$ cat config.mk
export PLATFORM = sky130hd
export DESIGN_NAME = rom_stream_reader_32
export DESIGN_NICKNAME = d
export VERILOG_FILES = /design/src/rtl/rom_stream_reader_32.sv
export SDC_FILE = /design/constraint.sdc
export NUM_CORES = 1
export LEC_CHECK = 0
export CAP_MARGIN = 25
export CORE_MARGIN = 1.5
export CORE_UTILIZATION = 30
export DETAILED_ROUTE_END_ITERATION = 10
export PLACE_DENSITY = 0.48
export SLEW_MARGIN = 20
export SYNTH_ARGS = -nofsm -noshare
export SYNTH_HDL_FRONTEND = slang
export SYNTH_SLANG_ARGS = --single-unit
$ cat constraint.sdc
create_clock -name i_clk -period 6.5 [get_ports i_clk]
set_clock_uncertainty 0.2 [all_clocks]
set_input_delay 1.625 -clock i_clk [delete_from_list [all_inputs] [get_ports i_clk]]
set_output_delay 1.625 -clock i_clk [all_outputs]
set_load 0.05 [all_outputs]
$ cat src/rtl/rom_stream_reader_32.sv
// rom_stream_reader_32
//   Reads a run of consecutive 32-bit words from a ROM that has one cycle of
//   read latency, and presents them as a valid/ready stream. A 2-entry buffer
//   covers the read latency. The stream runs at one word per clock with no
//   gaps, and no word is dropped or repeated when the consumer stalls.
//
// Ports
//   i_clk       clock, rising edge
//   i_nrst      asynchronous active-low reset
//   i_start     start request, sampled only in IDLE
//   i_base      first word address, captured with i_start
//   i_count     number of words (0 is legal), captured with i_start
//   i_abort     cancels a transfer in RUN (highest priority)
//   o_busy      high while in RUN
//   o_done      one-cycle pulse on normal completion
//   o_rom_addr  ROM address, driven from the read pointer
//   i_rom_data  ROM data, valid the cycle after the address was sampled
//   o_data      head of the buffer
//   o_valid     buffer not empty
//   i_ready     consumer accepts o_data when o_valid && i_ready
//
// state | meaning
// ------+---------------------------------------------------------------
// IDLE  | waiting for i_start
// RUN   | issuing reads and draining the buffer
// DONE  | one-cycle completion pulse, then back to IDLE

module rom_stream_reader_32 #(
  parameter int abits = 12
) (
  input  logic             i_clk,
  input  logic             i_nrst,
  input  logic             i_start,
  input  logic [abits-1:0] i_base,
  input  logic [abits:0]   i_count,
  input  logic             i_abort,
  output logic             o_busy,
  output logic             o_done,
  output logic [abits-1:0] o_rom_addr,
  input  logic [31:0]      i_rom_data,
  output logic [31:0]      o_data,
  output logic             o_valid,
  input  logic             i_ready
);

  typedef enum logic [1:0] {
    ST_IDLE = 2'd0,
    ST_RUN  = 2'd1,
    ST_DONE = 2'd2
  } state_t;

  localparam logic [abits-1:0] ADDR_ONE = 1;
  localparam logic [abits:0]   CNT_ONE  = 1;

  state_t         state;
  logic [abits:0] issue_cnt;
  logic [abits:0] out_cnt;
  logic           pending;
  logic [31:0]    buf_q [2];
  logic           rd_idx;
  logic           wr_idx;
  logic [1:0]     occ;

  logic           pop;
  logic           push;
  logic           issue;
  logic [2:0]     load;

  assign o_valid = (occ != 2'd0);
  assign o_data  = buf_q[rd_idx];

  assign pop  = o_valid & i_ready;
  assign push = pending;

  // Words that will occupy the buffer once the in-flight read lands, after
  // this cycle's pop. A new read is only issued if it will have a slot.
  // pop implies occ >= 1, so the subtraction cannot underflow.
  assign load = {1'b0, occ} + {2'b00, pending} - {2'b00, pop};

  assign issue = (state == ST_RUN) && !i_abort &&
                 (issue_cnt != '0) && (load < 3'd2);

  always_ff @(posedge i_clk or negedge i_nrst) begin
    if (!i_nrst) begin
      state      <= ST_IDLE;
      o_busy     <= 1'b0;
      o_done     <= 1'b0;
      o_rom_addr <= '0;
      issue_cnt  <= '0;
      out_cnt    <= '0;
      pending    <= 1'b0;
      buf_q[0]   <= '0;
      buf_q[1]   <= '0;
      rd_idx     <= 1'b0;
      wr_idx     <= 1'b0;
      occ        <= 2'd0;
    end else begin
      o_done <= 1'b0;
      case (state)
        ST_IDLE: begin
          if (i_start) begin
            o_rom_addr <= i_base;
            issue_cnt  <= i_count;
            out_cnt    <= i_count;
            if (i_count == '0) begin
              state  <= ST_DONE;
              o_done <= 1'b1;
            end else begin
              state  <= ST_RUN;
              o_busy <= 1'b1;
            end
          end
        end

        ST_RUN: begin
          if (i_abort) begin
            // Drop everything; the pointer is reloaded by the next start.
            state     <= ST_IDLE;
            o_busy    <= 1'b0;
            issue_cnt <= '0;
            out_cnt   <= '0;
            pending   <= 1'b0;
            buf_q[0]  <= '0;
            buf_q[1]  <= '0;
            rd_idx    <= 1'b0;
            wr_idx    <= 1'b0;
            occ       <= 2'd0;
          end else begin
            if (issue) begin
              o_rom_addr <= o_rom_addr + ADDR_ONE;
              issue_cnt  <= issue_cnt - CNT_ONE;
            end
            pending <= issue;

            if (push) begin
              buf_q[wr_idx] <= i_rom_data;
              wr_idx        <= ~wr_idx;
            end

            if (pop) begin
              rd_idx  <= ~rd_idx;
              out_cnt <= out_cnt - CNT_ONE;
            end

            occ <= occ + {1'b0, push} - {1'b0, pop};

            if (pop && (out_cnt == CNT_ONE)) begin
              state  <= ST_DONE;
              o_busy <= 1'b0;
              o_done <= 1'b1;
            end
          end
        end

        ST_DONE: begin
          state <= ST_IDLE;
        end

        default: begin
          state  <= ST_IDLE;
          o_busy <= 1'b0;
        end
      endcase
    end
  end

endmodule

==> impl_metrics.tcl <==
set metrics [dict create \
    path_buf_inv 4 \
    synth-async-reset-ratio_pct 100.0 \
    syn_avg_cell_area_um2 9.428 \
    crit_chain "clkdlybuf4s50_1 -> nand2_1 -> inv_2 -> ha_1 -> inv_1 -> ha_1 -> inv_1 -> fa_1 -> xnor2_1 -> and3_1 -> a21boi_2 -> o21ai_0 -> o21ai_1" \
    rsz0062_at_grt "false" \
    drive_above_1_share_pct 10.19 \
    rows 50 \
    finish.utilization_pct 39.14 \
    slew_viol_final 0 \
    max_slew_margin_pct 38.99 \
    top_usage_layer "met2" \
    hold_violations 0 \
    fmax_mhz 231.0 \
    pwr-share-seq_pct 34.8 \
    netlist_top_cells_area "dfrtp_1, mux2_2, nand2_1, a22o_1, nand3_1" \
    first_global_vias 5061 \
    yosys.area.top_type "dfrtp_1" \
    fillCellCount 1830 \
    period_minus_slack_ns 4.330 \
    gp_congestion 0.8463 \
    num_antenna_cells 0 \
    holdPathStages 2 \
    cts_tree "yes" \
    worstHoldPathType "reg -> reg" \
    cts_buffers 9 \
    cts_setup_buffers 0 \
    clk_latency_ns 0.36 \
    worstRegToRegCells 13 \
    grt_pass1_wl_mm 27.74 \
    critPathKind "in -> reg" \
    final_cell_area_um2 7321 \
    grt_use_met2_pct 30.52 \
    tightest_slew_ns 0.9133 \
    synthCells 605 \
    drcViolationCount 0 \
    root_buffer "clkbuf_16" \
    cp_top_family "compound AO/OA/AOI/OAI gates" \
    power.leakage_nw 3.210 \
    p_total_mw 3.121 \
    internal_power_mw 1.735 \
    die_w_um 140.9 \
    first_pass_iters 5 \
    cp.depth 13 \
    max_stage_delay_ns 0.54 \
    cts_resized 0 \
    irDropWorstVdd_v 0.0001706 \
    final_cell_mix "dfrtp_1, clkdlybuf4s50_1, nand2_1" \
    gr-total-overflow 0 \
    layout_commonest_cell "dfrtp_1" \
    pwr-share-comb_pct 46.7 \
    fp.dieH_um 140.9 \
    grt_use_met1_pct 22.99 \
    hpwlAfterDp_mm 11.39 \
    worstSetupEndpointType "flip-flop" \
    num_io_pins 109 \
    synth_cell_type_count 57 \
    worst_setup_path_start_kind "input pin" \
    synth.net_count 675 \
    dpl-instance-area_um2 6988 \
    die_area_um2 19850 \
    critPathArrivalTime_ns 4.42 \
    p_per_area_nw_per_um2 426.3 \
    grt_max_degree 65 \
    ant_nets 0 \
    synth_ff_type "dfrtp_1" \
    critPathRequiredTime_ns 6.59 \
    grt.met3_usage_pct 3.567 \
    vias 5019 \
    clkPwrFrac_pct 18.5 \
    yosysTopAreaCellShare_pct 48.69 \
    synth-seq-cells 111 \
    antenna_found_initial 0 \
    ctsLongestPathBuffers 2 \
    hold_buffers 0 \
    synth_area_um2 5704 \
    run_status "completed" \
    vias_per_cell 5.391 \
    portBuffers 108 \
    area_delta_synth_final_pct 28.34 \
    routedWlPerCell_um 18.38 \
    final-instance-count-excl-fill 931 \
    grt_usage_pct 17.70 \
    worstPathMaxFanout 16 \
    timing.setup.tns_ns 0 \
    drt_iter0_drc 241 \
    finalSetupViolCount 0 \
    clk_pin_slew_ns 0.08 \
    switching_share_pct 44.42 \
    cts_htree_levels 3 \
    ys_warn_count 0 \
    final_nets 762 \
    cts_num_sinks 111 \
    synth_edf_count 0 \
    initial_utilization_pct 30.49 \
    slowest_stage "a21boi_2" \
    coreArea_um2 18710 \
    drv_cap 0 \
    finalCritPeriodShare_pct 66.61 \
    place_inst 914 \
    p_sw_mw 1.386 \
    synth-seq-area-share_pct 48.69 \
    routed_wirelength_mm 17.11 \
]
tightest hold or removal path, stage by stage (launching register included):
cell and delay (ns):
dfrtp_1 0.34, nand2_1 0.05, nand2_1 0.05
worst paths after layout:
kind	start	to	slack, ns
setup / recovery	i_ready	issue_cnt[3]	2.17
hold / removal	buf_q[9]	buf_q[9]	0.26
setup reg to reg	occ[1]	issue_cnt[3]	3.14
hold reg to reg	buf_q[9]	buf_q[9]	0.26
max in group asynchronous	i_nrst	out_cnt[9]	3.74
min in group asynchronous	i_nrst	buf_q[36]	1.18
final cells by class:
| cell class | count | area, µm² | share of cell area (%) |
|---|---|---|---|
| Inverter | 14 | 52.55 | 0.7178 |
| Timing Repair Buffer | 116 | 1159 | 15.83 |
| Sequential cell | 111 | 2778 | 37.94 |
| Clock buffer | 9 | 225.2 | 3.076 |
| Multi-Input combinational cell | 440 | 2734 | 37.34 |
| Tap cell | 234 | 292.8 | 3.999 |
| Clock inverter | 7 | 80.08 | 1.094 |
layer usage:
| metal | vias to the layer above | share of wire [%] |
|---|---|---|
| li1 | 2370 | - |
| met1 | 2499 | 45 |
| met2 | 131 | 50 |
| met3 | 19 | 4.2 |
| met4 | 0 | 1.1 |
| met5 | - | 0 |
registers in the layout (all words and copies together) (netlist names):
register    cells
occ             2
buf_q          64
out_cnt        13
rd_idx          1
o_rom_addr     12
issue_cnt      13
pending         1
o_done          1
wr_idx          1
state           2
o_busy          1
cells by family after synthesis:
family                   synth area share [%]
AO/OA/AOI/OAI                           19.46
XOR/XNOR                               0.1536
adder cells (fa/ha/maj)                 1.886
buffers and inverters                   3.838
flip-flops                              48.69
multiplexers                            6.668
AND/OR/NAND/NOR                         19.30
Yosys cell counts (2+ instances only):
library cell and n:
a41oi_1 2, buf_4 2, o221ai_1 2, a31oi_1 3, buf_2 7, clkbuf_1 28, a32oi_1 5, nor4_1 8
o22ai_1 7, a22o_1 35, mux2i_1 2, inv_1 12, o211ai_1 3, ha_1 7, nand2b_1 3, or4_4 2
nor3_1 13, a21o_1 2, nor2_1 32, a21oi_1 35, and3_1 6, nor3b_1 3, dfrtp_1 111, o21ai_1 13
buf_1 3, a22oi_1 10, and2_1 3, or4_1 4, a31o_1 2, inv_2 2, nand3_1 42, nand4_1 7
mux2_2 32, nor2b_1 7, a211oi_1 4, nand2_1 91, o21ai_0 34, o21bai_1 2
metrics by stage:
| stage | setup WS (ns) | hold WS (ns) |
|---|---|---|
| after floorplan | 2.683 | 0.2331 |
| after global placement | 1.838 | 0.2437 |
| after detailed placement | 1.756 | 0.2496 |
| after CTS | 2.132 | 0.2682 |
| after global routing | 1.968 | 0.2893 |
| final | 2.170 | 0.2645 |
power groups by stage:
stage               clock (mW)  combinational, mW  sequential, mW
finish                   0.577               1.46            1.09
detailed placement           0               1.46            1.10
global placement             0               1.45            1.09
floorplan                    0              0.910            1.16
CTS                      0.600               1.46            1.08
global route             0.626               1.58            1.12
Power figures use the tool's default switching activity.
